<file path="config.mk">
export PLATFORM = sky130hd
export DESIGN_NAME = instruction_fetch_unit
export DESIGN_NICKNAME = d
export VERILOG_FILES = /design/src/rtl/instruction_fetch_unit.sv
export SDC_FILE = /design/constraint.sdc
export NUM_CORES = 1
export LEC_CHECK = 0
export ABC_AREA = 0
export CAP_MARGIN = 0
export CORE_MARGIN = 4
export CORE_UTILIZATION = 34
export CTS_CLUSTER_DIAMETER = 150
export DETAILED_ROUTE_END_ITERATION = 6
export DONT_BUFFER_PORTS = 1
export GPL_TIMING_DRIVEN = 0
export PLACE_DENSITY = 0.49
export REMOVE_ABC_BUFFERS = 1
export SYNTH_ARGS = -nofsm -noshare
export SYNTH_HDL_FRONTEND = slang
export SYNTH_SLANG_ARGS = --single-unit
</file>
<file path="constraint.sdc">
create_clock -name clock -period 3.2 [get_ports clock]
set_clock_uncertainty 0.1 [all_clocks]
set_input_delay 0.96 -clock clock [delete_from_list [all_inputs] [get_ports clock]]
set_output_delay 0.96 -clock clock [all_outputs]
set_load 0.01 [all_outputs]
</file>
<file path="src/rtl/instruction_fetch_unit.sv">
// instruction_fetch_unit: fetches the instruction at the current PC over req/ack,
// presents it to decode over valid/ready, and steps or redirects the PC.
module instruction_fetch_unit #(
  parameter int ADDR_WIDTH   = 16,
  parameter int DATA_WIDTH   = 16,
  parameter int PC_INCREMENT = 2
) (
  input  logic                  clock,
  input  logic                  reset_n,
  input  logic [ADDR_WIDTH-1:0] pc_address,
  output logic                  pc_write,
  output logic [ADDR_WIDTH-1:0] next_address,
  output logic                  mem_req,
  output logic [ADDR_WIDTH-1:0] mem_addr,
  input  logic                  mem_ack,
  input  logic [DATA_WIDTH-1:0] mem_rdata,
  output logic                  instr_valid,
  output logic [DATA_WIDTH-1:0] instr,
  output logic [ADDR_WIDTH-1:0] instr_pc,
  input  logic                  instr_ready,
  input  logic                  redirect,
  input  logic [ADDR_WIDTH-1:0] redirect_address
);
  typedef enum logic [1:0] {IDLE, REQUEST, UPDATE, HOLD} state_t;
  localparam logic [ADDR_WIDTH-1:0] INC = ADDR_WIDTH'(PC_INCREMENT);
  state_t state_q, state_d;
  logic [DATA_WIDTH-1:0] instr_q, instr_d;
  logic [ADDR_WIDTH-1:0] instr_pc_q, instr_pc_d, redir_addr_q, redir_addr_d;
  logic instr_valid_q, instr_valid_d, redir_pend_q, redir_pend_d;
  assign mem_req      = state_q == REQUEST;
  assign mem_addr     = mem_req ? pc_address : '0;
  assign pc_write     = state_q == UPDATE;
  assign next_address = !pc_write ? '0 : redir_pend_q ? redir_addr_q : instr_pc_q + INC;
  assign instr_valid  = instr_valid_q;
  assign instr        = instr_q;
  assign instr_pc     = instr_pc_q;
  always_comb begin
    state_d       = state_q;
    instr_d       = instr_q;
    instr_pc_d    = instr_pc_q;
    instr_valid_d = instr_valid_q;
    redir_pend_d  = redir_pend_q | redirect;
    redir_addr_d  = redirect ? redirect_address : redir_addr_q;
    case (state_q)
      IDLE: state_d = redirect ? UPDATE : REQUEST;
      REQUEST: if (mem_ack) begin
        state_d = UPDATE;
        // a redirect seen during or with the request squashes the returned data
        if (!redir_pend_d) begin
          instr_d    = mem_rdata;
          instr_pc_d = pc_address;
        end
      end
      UPDATE: begin
        redir_pend_d  = redirect;
        state_d       = redirect ? UPDATE : redir_pend_q ? REQUEST : HOLD;
        instr_valid_d = !redirect && !redir_pend_q;
      end
      HOLD: begin
        instr_valid_d = !redirect && !instr_ready;
        state_d       = redirect ? UPDATE : instr_ready ? REQUEST : HOLD;
      end
      default: state_d = IDLE;
    endcase
  end
  always_ff @(posedge clock or negedge reset_n) begin
    if (!reset_n) begin
      state_q       <= IDLE;
      instr_q       <= '0;
      instr_pc_q    <= '0;
      instr_valid_q <= 1'b0;
      redir_pend_q  <= 1'b0;
      redir_addr_q  <= '0;
    end else begin
      state_q       <= state_d;
      instr_q       <= instr_d;
      instr_pc_q    <= instr_pc_d;
      instr_valid_q <= instr_valid_d;
      redir_pend_q  <= redir_pend_d;
      redir_addr_q  <= redir_addr_d;
    end
  end
endmodule

</file>
==> reports/metrics.cfg, run 1 <==
[run_status]
status = finished, final reports clean

[finish]
num-fill-cells = 724
post-route-util = 0.373
fin_nets = 260
final-seq-area_um2 = 1300
multi_input_area_um2 = 1200
syn2layout_area_growth_pct = 5.76
antenna_cells = 0
design_area_um2 = 2730
drive_above_1_share = 0.309

[clock_tree]
cts_resized = 0
insertion_delay_ns = 0.30
cts_sinks = 52
cts_made_buffers = 5
post_cts_buffers = 0
htreeDepth = 2
ctsHoldBuffers = 0
clkTransAtPathRegs_ns = 0.09
cts_root_buf = clkbuf_8
cts_tree = built
clockBufferDepth = 2

[yosys]
yosysTopAreaCell = dfrtp_1
synth_edf_count = 0
syn-cell-area_um2 = 2580
synth_cell_types = 34
syn-instance-count = 211
ys_ff_latch = 52
synthTopCellsByCount = dfrtp_1 (52), mux2_2 (49), and2_1 (17)
async_reset_ff_frac = 1.00
ys_warn_count = 0
post-synth-top-count-cell = dfrtp_1
yosys-top-cells-area = dfrtp_1 (50%), mux2_2 (21%), and2_1 (4.1%)
yosysSeqAreaShare = 0.503
ys.flop_type = dfrtp_1
avgSynthCellArea_um2 = 12.3
yosysTopAreaCellShare = 0.503

[floorplan]
core_area_um2 = 7330
die_area_um2 = 9060
core.rowCount = 31
initial_utilization = 0.353
die_w_um = 95.2
ios = 120
fp.dieH_um = 95.2

[global_routing]
grt_pass1_vias = 1597
antenna_found_initial = 0
grt-ovfl-total = 0
grt_usage = 0.127
grt_pass1_wl_um = 8700
grt_start_max_net_pins = 53

[timing]
fmax_mhz = 335
rsz0062_at_grt = no
tns_ns = 0
timing.slew.headroom = 0.461
finalCritPeriodShare = 0.934
report.final.slew_viol_count = 0
finalCriticalPeriod_ns = 2.99
worst_pin_slew_ns = 0.805
hold_viol = 0
setup_viol = 0
holdWs_ns = 0.242

[placed_design]
place_congestion = 0.663
port_buffers = 0
hpwl_um = 4200
dpl_cell_area_um2 = 2640

[setup_path]
critPathMaxFanout = 6
worstPathRequired_ns = 2.14
arrival_ns = 1.93
critPathKind = reg -> out
cp_slowest_cell = dfrtp_1
path_delay_family = flip-flops
cp_slowest_stage_delay_ns = 0.52
path_buf_inv = 0
worstPathCellList = and4_1, nand4_1, xor2_1, a211oi_1
end_kind = output pin
critPathLaunchType = flip-flop

[route]
num_vias = 1559
via_per_inst = 5.09
avgRoutedWirePerCell_um = 18.5
ant_nets = 0
drc = 0
drtIter0Drc = 88
first_pass_iters = 4
wl_um = 5660

[power]
clock_power_share = 0.203
switchingPower_w = 0.000682
power_frac_comb = 0.204
pwr-share-seq = 0.593
switching_share = 0.358
vdd_drop_max_mv = 0.264
power.density_nw_per_um2 = 697
internal-power_w = 0.00122
leakagePower_nw = 1.17
finalPower_w = 0.00191

[hold_path]
hp-class = in -> async

[flow_run]
max-cap-violations = 0

==> stage by stage <==
step | setup slack (ns) | cells
floorplan | 0.719 | 199
global placement | 0.102 | 298
detailed placement | 0.461 | 298
CTS | 0.107 | 306
global route | 0.0401 | 306
finish | 0.211 | 306
==> layout make-up <==
| type | count | area share |
|---|---|---|
| flip-flops and latches | 52 | 0.476 |
| multi-input cells | 144 | 0.440 |
| well taps | 99 | 0.0453 |
| clock buffers | 6 | 0.0302 |
| inverters | 3 | 0.00412 |
| clock inverters | 2 | 0.00366 |
==> layer usage <==
metal	vias up	global-route usage	routed length [µm]	part of all wire
li1	727	-	-	-
met1	762	0.171	2510	0.44
met2	66	0.190	2540	0.45
met3	4	0.0466	554	0.098
met4	0	0.0397	59	0.010
met5	-	0	0	0
==> final timing paths <==
path | start | end | slack [ns] | cells past startpoint
max in group asynchronous | reset_n | instr_pc[6] | 2.63 | 0
min in group clock | redir_addr_q[12] | redir_addr_q[12] | 0.41 | 1
max | instr_pc[3] | next_address[8] | 0.21 | 4
min | reset_n | instr[8] | 0.24 | 0
min reg2reg | redir_addr_q[12] | redir_addr_q[12] | 0.41 | 1
max reg2reg | state_q[0] | instr_pc[3] | 0.85 | 3
==> power by group through the flow <==
| stage | Combinational (W) | Sequential, W | Clock (W) |
|---|---|---|---|
| after floorplan | 0.000340 | 0.00107 | 0 |
| after global routing | 0.000437 | 0.00117 | 0.000440 |
| final | 0.000389 | 0.00113 | 0.000386 |
| after CTS | 0.000397 | 0.00113 | 0.000410 |
| after detailed placement | 0.000394 | 0.00115 | 0 |
| after global placement | 0.000389 | 0.00115 | 0 |
==> kinds of logic (layout without fill, tap and decap cells) <==
family	count (synthesis)	in the layout	synth area share
xor gates and xnor gates	13	13	0.0440
AOI/OAI and AO/OA	27	27	0.0571
DFF	52	52	0.503
muxes	54	54	0.233
buffers and inverters	15	11	0.0339
and+or+nand+nor	49	49	0.123
adders and majority gates	1	1	0.00484
==> cells in the final DEF (no fill, tap or decap) <==
cell,Yosys,routed
a211oi_1,2,2
a21o_1,1,1
a21oi_1,12,12
a31oi_1,1,1
and2_1,17,17
and2b_1,1,1
and4_1,2,2
clkbuf_8,1,6
clkinv_2,0,2
dfrtp_1,52,51
dfrtp_2,0,1
ha_1,1,1
inv_1,3,3
mux2_1,1,1
mux2_2,49,49
mux2i_1,4,4
nand2_1,4,4
nand2b_1,1,1
nand3_1,3,2
nand3_2,0,1
nand3_4,1,1
nand4_1,3,3
nand4_4,1,1
nor2_1,11,11
nor2b_2,0,1
nor3_1,2,2
nor4_4,1,1
nor4b_2,1,1
o21ai_0,10,10
o22a_1,1,1
xnor2_1,8,8
xor2_1,5,5
==> sequential cells by signal, indices dropped and copies added (netlist names) <==
signal / flops
instr: 16
instr_pc: 16
redir_addr_q: 16
state_q: 2
instr_valid: 1
redir_pend_q: 1
No activity file was read; power rests on OpenSTA's default activity.
==> inputs of run 2 (changes only) <==
--- a/config.mk
+++ b/config.mk
@@ -7,7 +7,7 @@
 export LEC_CHECK = 0
 export ABC_AREA = 0
 export CAP_MARGIN = 0
-export CORE_MARGIN = 4
+export CORE_MARGIN = 2
 export CORE_UTILIZATION = 34
 export CTS_CLUSTER_DIAMETER = 150
 export DETAILED_ROUTE_END_ITERATION = 6
==> constraint.sdc (replaced) <==
create_clock -name clock -period 3.2 [get_ports clock]
set_clock_uncertainty 0.1 [all_clocks]
set_input_delay 0.96 -clock clock [delete_from_list [all_inputs] [get_ports clock]]
set_output_delay 0.96 -clock clock [all_outputs]
set_load 0.1 [all_outputs]
==> run 2 against run 1 <==
  * The flow now finishes with violations (negative setup slack)
  * Cell area increased by 16%
  * Sequential share of layout area decreased by 4.9 points
  * Wire length increased by 4.8%
  * Flip-flop and latch count unchanged
  * Critical path depth unchanged
  * Register-to-register slack improved by 0.37 ns
  * Cell count increased by 2.9%
==> reports/metrics.cfg, run 2 (synthesized netlist as in run 1, its figures left out) <==
[floorplan]
ios = 120  ; unchanged
die_w_um = 91.2  ; -4.2%
core.rowCount = 31  ; unchanged
die_area_um2 = 8320  ; -8.2%
fp.dieH_um = 91.2  ; -4.2%
initial_utilization = 0.354  ; +0.00188
core_area_um2 = 7290  ; -0.53%

[finish]
syn2layout_area_growth_pct = 22.2
final_cell_mix = mux2_2 (49), dfrtp_1 (36), and2_1 (17)
antenna_cells = 0  ; unchanged
num-fill-cells = 698  ; -3.6%
drive_above_1_share = 0.560  ; +0.251
layout_commonest_cell = mux2_2
fin_nets = 270  ; +3.8%

[global_routing]
grt_pass1_vias = 1722  ; +7.8%
antenna_found_initial = 0  ; unchanged
grt_usage = 0.145  ; +0.0176
grt-ovfl-total = 0  ; unchanged
grt_pass1_wl_um = 9420  ; +8.3%
grt_start_max_net_pins = 53  ; unchanged

[route]
wl_um = 5930  ; +4.8%
drc = 0  ; unchanged
avgRoutedWirePerCell_um = 18.8  ; +1.8%
first_pass_iters = 3  ; -1
via_per_inst = 5.18  ; +1.7%
ant_nets = 0  ; unchanged
num_vias = 1632  ; +4.7%
drtIter0Drc = 62  ; -30%

[timing]
finalWorstSetupSlack_ns = -0.367  ; -0.579 ns
timing.slew.headroom = 0.272  ; -0.189
finalCriticalPeriod_ns = 3.57  ; +0.579 ns
hold_viol = 0  ; unchanged
fmax_mhz = 280  ; -16%
report.final.slew_viol_count = 0  ; unchanged
setup_viol = 11  ; +11
worst_pin_slew_ns = 1.09  ; +0.284 ns
rsz0062_at_grt = yes
finalCritPeriodShare = 1.11  ; +0.181

[setup_path]
critPathLaunchType = flip-flop
worstPathCellList = and4_4, nand4_1, xor2_1, a211oi_4
cp_slowest_cell = a211oi_4
critPathMaxFanout = 6  ; unchanged
r2r-start = state_q[0]
path_buf_inv = 0  ; unchanged
rr_worst_depth = 4  ; +1
cp_slowest_stage_delay_ns = 0.93  ; +0.41 ns
arrival_ns = 2.51  ; +0.58 ns
worstPathRequired_ns = 2.14  ; about the same
reg2reg_to = instr_pc[3]
rrSetupSlack_ns = 1.22  ; +0.37 ns
path_delay_family = compound AO/OA/AOI/OAI gates
critPathKind = reg -> out
end_kind = output pin

[clock_tree]
cts_made_buffers = 5  ; unchanged
clkTransAtPathRegs_ns = 0.09  ; about the same
insertion_delay_ns = 0.30  ; about the same
htreeDepth = 2  ; unchanged
cts_sinks = 52  ; unchanged
cts_tree = built
clockBufferDepth = 2  ; unchanged
cts_root_buf = clkbuf_8
ctsHoldBuffers = 0  ; unchanged

[run_status]
failed_checks = negative setup slack
status = complete, but fails checks

[placed_design]
place_congestion = 0.729  ; +9.9%
hpwl_um = 3990  ; -4.9%
port_buffers = 0  ; unchanged
preCtsSetupSlack_ns = -0.896  ; -1.36 ns

[hold_path]
hp-class = in -> async

[flow_run]
max-cap-violations = 0  ; unchanged

run 2: cell types whose count changed in the layout (fill, tap and decap cells not counted), sizes merged:
cell and change:
buf +8, clkinvlp +4, clkinv -2, inv -2, clkbuf +1
run 2: worst max-delay path by stage:
stage / depth (start not counted) / to / startpoint / slack (ns)
6_report: 4 / next_address[8] / instr_pc[3] / -0.37
5_1_grt: 4 / next_address[8] / instr_pc[1] / -0.45
4_1_cts: 4 / next_address[8] / instr_pc[1] / -0.39
3_5_place_dp: 5 / next_address[15] / instr_pc[1] / -0.90
3_3_place_gp: 4 / next_address[8] / instr_pc[3] / -2.05
2_1_floorplan: 4 / next_address[8] / instr_pc[3] / -1.84
run 2: stage by stage:
stage,std cells,setup TNS (ns),utilization,hold slack (ns),area (µm²)
after floorplan,199,-46.16,-,0.375,2510
after global placement,298,-88.62,0.361,0.384,2630
after detailed placement,299,-9.97,0.373,0.391,2720
after CTS,312,-2.55,0.419,0.232,3060
after global routing,315,-3.46,0.433,0.220,3160
final,315,-2.44,0.433,0.250,3160
run 2: metal layers:
layer | wire length [µm] | global-route usage | vias up | part of all wire
met2 | 3010 | 0.247 | 55 | 0.51
met1 | 2520 | 0.179 | 830 | 0.42
li1 | - | - | 743 | -
met4 | 65 | 0.0417 | 0 | 0.011
met3 | 341 | 0.0382 | 4 | 0.057
met5 | 0 | 0 | - | 0
run 2: repair_timing:
item | 4_1_cts | 5_1_grt
setup endpoints to repair | 16 | 13
gates cloned | 2 | 0
buffers inserted | 4 | 3
resized for setup | 56 | 18
pin swaps | 11 | 7
run 2: final cells by class:
cell class / instances / area (µm²) / share of cell area
Sequential cell: 52 / 1350 / 0.428
Multi-Input combinational cell: 144 / 1480 / 0.467
Clock buffer: 7 / 96.3 / 0.0305
Timing Repair Buffer: 8 / 80.1 / 0.0253
Timing Repair inverter: 2 / 12.5 / 0.00396
Tap cell: 99 / 124 / 0.0392
Inverter: 3 / 18.8 / 0.00594
Power of run 2 is not shown: default switching activity piles up to over one toggle a cycle in this logic, so the estimate is an artifact.
